===== src/rtl/hilo_unit_if.sv =====
// Issue/readback bundle between the datapath and the HI/LO multiply/divide unit.
// The datapath is the master: it issues operations and selects which half to read.
interface hilo_unit_if #(parameter int WIDTH = 32);
    logic             start;
    logic             op;
    logic [WIDTH-1:0] a;
    logic [WIDTH-1:0] b;
    logic             rd_sel;
    logic [WIDTH-1:0] rdata;
    logic             busy;
    logic             done;
    logic             div_zero;

    modport master (
        output start, op, a, b, rd_sel,
        input  rdata, busy, done, div_zero
    );

    modport slave (
        input  start, op, a, b, rd_sel,
        output rdata, busy, done, div_zero
    );
endinterface


===== src/rtl/hilo_unit.sv =====
// Iterative unsigned multiply/divide engine that owns the HI/LO register pair.
// One operation takes WIDTH iterations; results commit to HI/LO on the last one.
module hilo_unit #(
    parameter int WIDTH = 32
) (
    input  logic        clk,
    input  logic        reset,
    hilo_unit_if.slave  bus
);
    localparam int CW = (WIDTH > 1) ? $clog2(WIDTH) : 1;
    localparam logic [CW-1:0] LAST = CW'(WIDTH - 1);

    typedef enum logic [1:0] {IDLE, MUL, DIV} state_t;

    state_t           state;
    logic [WIDTH-1:0] acc;      // P for multiply, R for divide (R < b always fits)
    logic [WIDTH-1:0] q;        // low half of the product / quotient
    logic [WIDTH-1:0] b_r;
    logic [CW-1:0]    cnt;
    logic             dz;       // divide by zero seen at accept; iterations skipped
    logic [WIDTH-1:0] hi;
    logic [WIDTH-1:0] lo;
    logic             busy_r;
    logic             done_r;
    logic             dz_r;

    logic [WIDTH:0]   mul_sum;
    logic [WIDTH-1:0] mul_p;
    logic [WIDTH-1:0] mul_q;
    logic [WIDTH:0]   div_rs;
    logic [WIDTH:0]   div_t;
    logic [WIDTH-1:0] div_r;
    logic [WIDTH-1:0] div_q;

    // One iteration of shift-add multiply and restoring divide from the current state.
    always_comb begin
        mul_sum = {1'b0, acc} + (q[0] ? {1'b0, b_r} : '0);
        mul_p   = mul_sum[WIDTH:1];
        mul_q   = {mul_sum[0], q[WIDTH-1:1]};

        // Shifted remainder stays below 2*b, so the trial sign bit is exact.
        div_rs  = {acc, q[WIDTH-1]};
        div_t   = div_rs - {1'b0, b_r};
        div_r   = div_rs[WIDTH-1:0];
        div_q   = {q[WIDTH-2:0], 1'b0};
        if (!div_t[WIDTH]) begin
            div_r = div_t[WIDTH-1:0];
            div_q = {q[WIDTH-2:0], 1'b1};
        end
    end

    // Control FSM, iteration datapath and HI/LO commit.
    always_ff @(posedge clk) begin
        if (reset) begin
            state  <= IDLE;
            acc    <= '0;
            q      <= '0;
            b_r    <= '0;
            cnt    <= '0;
            dz     <= 1'b0;
            hi     <= '0;
            lo     <= '0;
            busy_r <= 1'b0;
            done_r <= 1'b0;
            dz_r   <= 1'b0;
        end else begin
            done_r <= 1'b0;
            case (state)
                IDLE: begin
                    if (bus.start) begin
                        acc    <= '0;
                        q      <= bus.a;
                        b_r    <= bus.b;
                        cnt    <= '0;
                        dz     <= bus.op && (bus.b == '0);
                        dz_r   <= 1'b0;
                        busy_r <= 1'b1;
                        state  <= bus.op ? DIV : MUL;
                    end
                end
                MUL: begin
                    acc <= mul_p;
                    q   <= mul_q;
                    cnt <= cnt + 1'b1;
                    if (cnt == LAST) begin
                        hi     <= mul_p;
                        lo     <= mul_q;
                        busy_r <= 1'b0;
                        done_r <= 1'b1;
                        state  <= IDLE;
                    end
                end
                DIV: begin
                    // Divide by zero idles through the same cycle count; q still holds a.
                    if (!dz) begin
                        acc <= div_r;
                        q   <= div_q;
                    end
                    cnt <= cnt + 1'b1;
                    if (cnt == LAST) begin
                        if (dz) begin
                            hi   <= q;
                            lo   <= '1;
                            dz_r <= 1'b1;
                        end else begin
                            hi <= div_r;
                            lo <= div_q;
                        end
                        busy_r <= 1'b0;
                        done_r <= 1'b1;
                        state  <= IDLE;
                    end
                end
                default: state <= IDLE;
            endcase
        end
    end

    assign bus.rdata    = bus.rd_sel ? hi : lo;
    assign bus.busy     = busy_r;
    assign bus.done     = done_r;
    assign bus.div_zero = dz_r;
endmodule


===== src/flat_wrapper.sv =====
// flat-port wrapper written by rule: the top's interface ports become plain ports
module hilo_unit_flat 
#(
    parameter int WIDTH = 32
)
  (clk, reset, bus_start, bus_op, bus_a, bus_b, bus_rd_sel, bus_rdata, bus_busy, bus_done, bus_div_zero);
  hilo_unit_if #(.WIDTH(WIDTH)) bus_i ();
  input  logic clk;
  input  logic reset;
  input wire logic [$bits(bus_i.start)-1:0] bus_start;
  input wire logic [$bits(bus_i.op)-1:0] bus_op;
  input wire logic [$bits(bus_i.a)-1:0] bus_a;
  input wire logic [$bits(bus_i.b)-1:0] bus_b;
  input wire logic [$bits(bus_i.rd_sel)-1:0] bus_rd_sel;
  output wire logic [$bits(bus_i.rdata)-1:0] bus_rdata;
  output wire logic [$bits(bus_i.busy)-1:0] bus_busy;
  output wire logic [$bits(bus_i.done)-1:0] bus_done;
  output wire logic [$bits(bus_i.div_zero)-1:0] bus_div_zero;
  assign bus_i.start = bus_start;
  assign bus_i.op = bus_op;
  assign bus_i.a = bus_a;
  assign bus_i.b = bus_b;
  assign bus_i.rd_sel = bus_rd_sel;
  assign bus_rdata = bus_i.rdata;
  assign bus_busy = bus_i.busy;
  assign bus_done = bus_i.done;
  assign bus_div_zero = bus_i.div_zero;
  hilo_unit #(.WIDTH(WIDTH)) u_core (.clk(clk), .reset(reset), .bus(bus_i));
endmodule

===== config.mk =====
export PLATFORM = sky130hd
export DESIGN_NAME = hilo_unit_flat
export DESIGN_NICKNAME = d
export VERILOG_FILES = /design/src/rtl/hilo_unit_if.sv /design/src/rtl/hilo_unit.sv /design/src/flat_wrapper.sv
export SDC_FILE = /design/constraint.sdc
export NUM_CORES = 1
export LEC_CHECK = 0
export BUFFER_PORTS_ARGS = -buffer_cell sky130_fd_sc_hd__buf_2
export CORE_MARGIN = 1
export CORE_UTILIZATION = 45
export CTS_BUF_LIST = sky130_fd_sc_hd__clkbuf_4
export CTS_CLUSTER_DIAMETER = 30
export CTS_CLUSTER_SIZE = 24
export DETAILED_ROUTE_END_ITERATION = 12
export SYNTH_ARGS = -nofsm -noshare
export SYNTH_HDL_FRONTEND = slang
export SYNTH_SLANG_ARGS = --single-unit

===== constraint.sdc =====
create_clock -name clk -period 4.5 [get_ports clk]
set_input_delay 0 -clock clk [delete_from_list [all_inputs] [get_ports clk]]
set_output_delay 0 -clock clk [all_outputs]
set_load 0.02 [all_outputs]

==> metrics.txt <==
run status=finished, final reports clean; synthesized instance count=about 1500; RR Endpoint=u_core.hi[1]; DIE AREA=between 20000 and 30000 sq um; Final Setup Violations=0; R2R cell count=15; Setup crit end kind=flip-flop; total power per unit cell area=around 270 nW/um^2; area share of the largest cell type after synthesis=between 20 and 30%; initial core utilization=~46%; VDD IR-drop max=approximately 180 uV; critical-path cell list=inv_1, ha_1, inv_1, fa_1, a211oi_2, o211ai_2, a31o_4, a31oi_4, o31ai_4, a21oi_2, xnor2_4, buf_4, nor3_1, o32a_1, a211oi_2; number of gates resized after CTS=0; final critical-path required period=3.96 ns; number of nets with antenna violations after routing=0; count of flip-flops with a built-in enable after synthesis=0; Synth Flop Type=dfxtp_1; Highest Clock Rate=roughly 250 MHz; Max Slew Vio Count=0; ranking of synthesized cells by area=dfxtp_1, a21oi_1, ha_1; wire length of the first global-routing pass=slightly above 60 mm; post-route fraction of the period consumed by the critical path=between 80% and 90%; area added between synthesis and finish=18.2%; overall die height=around 160 um; master cell of the clock root buffer=clkbuf_4; Clock Sink Count=between 150 and 200; count of routing violations after the opening detailed-route iteration=roughly 950; switching power=approximately 1.5 mW; count of buffers inserted at the top-level ports=103; first-pass detailed-route iteration total=7; Worst Clk Skew=roughly 0.044 ns; post-detail-place hpwl=28.1 mm; post-CTS setup repair buffer count=0; type of element launching the critical path=flip-flop; final net count=1812; commonest cells after routing, fill and taps aside=nand2_1, a21oi_1, dfxtp_1, dlygate4sd3_1, nor2_1; FFs w/ async S/R, synth=0%; number of placement rows=between 50 and 60; filler cell count=roughly 2600; Setup TNS Final=0 ns; Synth Area per Inst=approximately 7.8 sq um; number of distinct library cells after synthesis=78; drt wl/cell=between 15 and 20 um; synth warn=0; slew at the pin closest to its max-slew limit=around 1.3 ns; post-route DRC violation count=0; switching part of the total=38.8%; Inserted Clock Buffers=17; CP required=roughly 5.0 ns; number of buffers and inverters on the critical path=3; Floorplan Core Area=25900 sq um; total internal power=about 2.3 mW; IO Count=104; relative contribution of combinational cells to total power=between 20% and 30%; cell family contributing the most delay on the critical path=compound AO/OA/AOI/OAI gates; setup slack of the worst register-to-register path=approximately 0.54 ns; unrepaired setup endpoints after global routing=no; ratio of cells with drive above 1 in the final layout=roughly an eighth; H-tree levels=4; Final Hold Viols=0; leading cell type in the layout, fill and taps excluded=nand2_1; sequential-to-total area share from yosys stat=roughly 29%; flops & latches, synth=between 150 and 200; Via Count=roughly 12000; die span in x=~160 um; endpoint of the worst hold path=u_core.b_r[18]; type of the most critical hold path=input pin to flip-flop; hold wc startpoint=bus_b[18]; TritonCTS clock tree=done; overall overflow remaining after global route=0; maximum fanout along the worst path=26; area of the multi-input gates=around 8000 sq um; Post-CTS Hold Fix Bufs=110; net count of the mapped netlist=between 1500 and 2000; maximum capacitance violations=0; largest stage delay on the critical path=0.86 ns; crit path max-delay cell type=xnor2_4; FF/Latch Area=3420 sq um; DR vias/cell=5.98; leakage power total=5.86 nW; source-to-sink clock delay at the later pin of the worst-skew pair=0.60 ns; aggregate global-route resource usage=just under 30%; Max clock buf depth=2; Post-Synthesis Cell Area=between 10000 and 15000 sq um; weighted congestion at the end of routability-driven global placement=a little over 0.9; Yosys top cell by area=dfxtp_1; clock transition at the registers of the reported paths=0.17 ns; worst max-slew margin expressed relative to the limit=~15%; maximum number of pins on one net before global-route repair=75; total routed wirelength=39.7 mm; initial antenna violation count=1; worst setup path category=flip-flop to flip-flop; end-of-flow core utilization=roughly 54%; Clk pwr share=approximately 25%; worst endpoint data arrival time=roughly 4.5 ns; Worst Hold Depth=4; via count of the first global-routing pass=between 10000 and 15000; part of the total power dissipated in sequential elements=a little under half; worst reg2reg startpoint=u_core.q[31]
[flip-flops by register name, indices dropped and copies added (netlist names)]
name                 count
u_core.acc              32
u_core.b_r              32
u_core.hi               32
u_core.lo               32
u_core.q                32
u_core.cnt               5
u_core.state             2
u_core.bus.busy          1
u_core.bus.div_zero      1
u_core.bus.done          1
u_core.dz                1
[kinds of logic (layout without fill, tap and decap cells)]
kind of cell    count (synthesis)  in the layout  synth area share (%)
compound gates                517            517                  29.3
xor+xnor                       59             59                  4.43
fa+ha+maj                      72             72                  7.73
buf+inv                       157            321                  5.27
flops                         171            171                  28.9
mux                            63             63                  5.73
other cells                     0              2                     0
simple gates                  481            481                  18.6
[metrics by stage]
stage                     std cells  total power [mW]  hold WS [ns]  worst slack (ns)  area, sq um
after floorplan                1520              2.42         0.136              1.08        11800
after global placement         1877              2.75         0.257             0.702        12600
after detailed placement       1877              2.75         0.259             0.582        12600
after CTS                      2019              3.79         0.187             0.563        14000
after global routing           2020              3.97         0.175             0.290        14000
final                          2021              3.79         0.212             0.537        14000
[cells in the mapped netlist, drive strengths merged (14+ instances only)]
| library cell | instances |
|---|---|
| nand2 | 209 |
| a21oi | 187 |
| dfxtp | 171 |
| nor2 | 110 |
| clkbuf | 90 |
| o21ai | 77 |
| ha | 70 |
| inv | 49 |
| and2 | 40 |
| o221ai | 40 |
| xnor2 | 37 |
| a21o | 36 |
| a221oi | 35 |
| mux2 | 35 |
| a22oi | 34 |
| or3 | 32 |
| mux2i | 28 |
| xor2 | 22 |
| nand3 | 20 |
| buf | 17 |
| a211oi | 15 |
| nor3 | 14 |
[routing by layer]
layer  wire, um  global-route usage (%)  part of all wire [%]
met4        869                    8.33                   2.2
met2      19900                    51.5                    50
met1      17100                    37.2                    43
met3       1810                    3.56                   4.6
met5          0                       0                     0
[worst max-delay path by stage]
stage | startpoint | end | slack (ns) | depth (start not counted)
4_1_cts | u_core.q[31] | u_core.hi[1] | 0.56 | 15
3_5_place_dp | u_core.q[31] | u_core.hi[1] | 0.58 | 15
5_1_grt | u_core.q[31] | u_core.hi[1] | 0.29 | 15
2_1_floorplan | u_core.q[0] | u_core.hi[24] | 1.08 | 14
3_3_place_gp | u_core.q[31] | u_core.hi[1] | 0.70 | 15
6_report | u_core.q[31] | u_core.hi[1] | 0.54 | 15
[cell type report]
class                      count  area share (%)
antenna                        2          0.0357
clock buffer                  17           0.912
clock inverter                15            1.28
inverter                      50            1.34
multi-input combinational   1192            55.9
sequential                   171            24.5
tap                          335            2.99
timing repair buffer         239            13.0
[power groups by stage]
| stage | Combinational (mW) | Sequential, mW | Clock, mW |
|---|---|---|---|
| after global routing | 1.19 | 1.75 | 1.03 |
| after global placement | 0.979 | 1.77 | 0 |
| after floorplan | 0.700 | 1.72 | 0 |
| after detailed placement | 0.984 | 1.77 | 0 |
| final | 1.09 | 1.74 | 0.956 |
| after CTS | 1.08 | 1.74 | 0.973 |
[tightest hold or removal path, delay by kind of cell]
kind / cells / cell delay, ns
buf+inv: 2 / 0.66
compound gates: 1 / 0.05
simple gates: 1 / 0.05
Note: power is estimated with default switching activity, not from simulation.
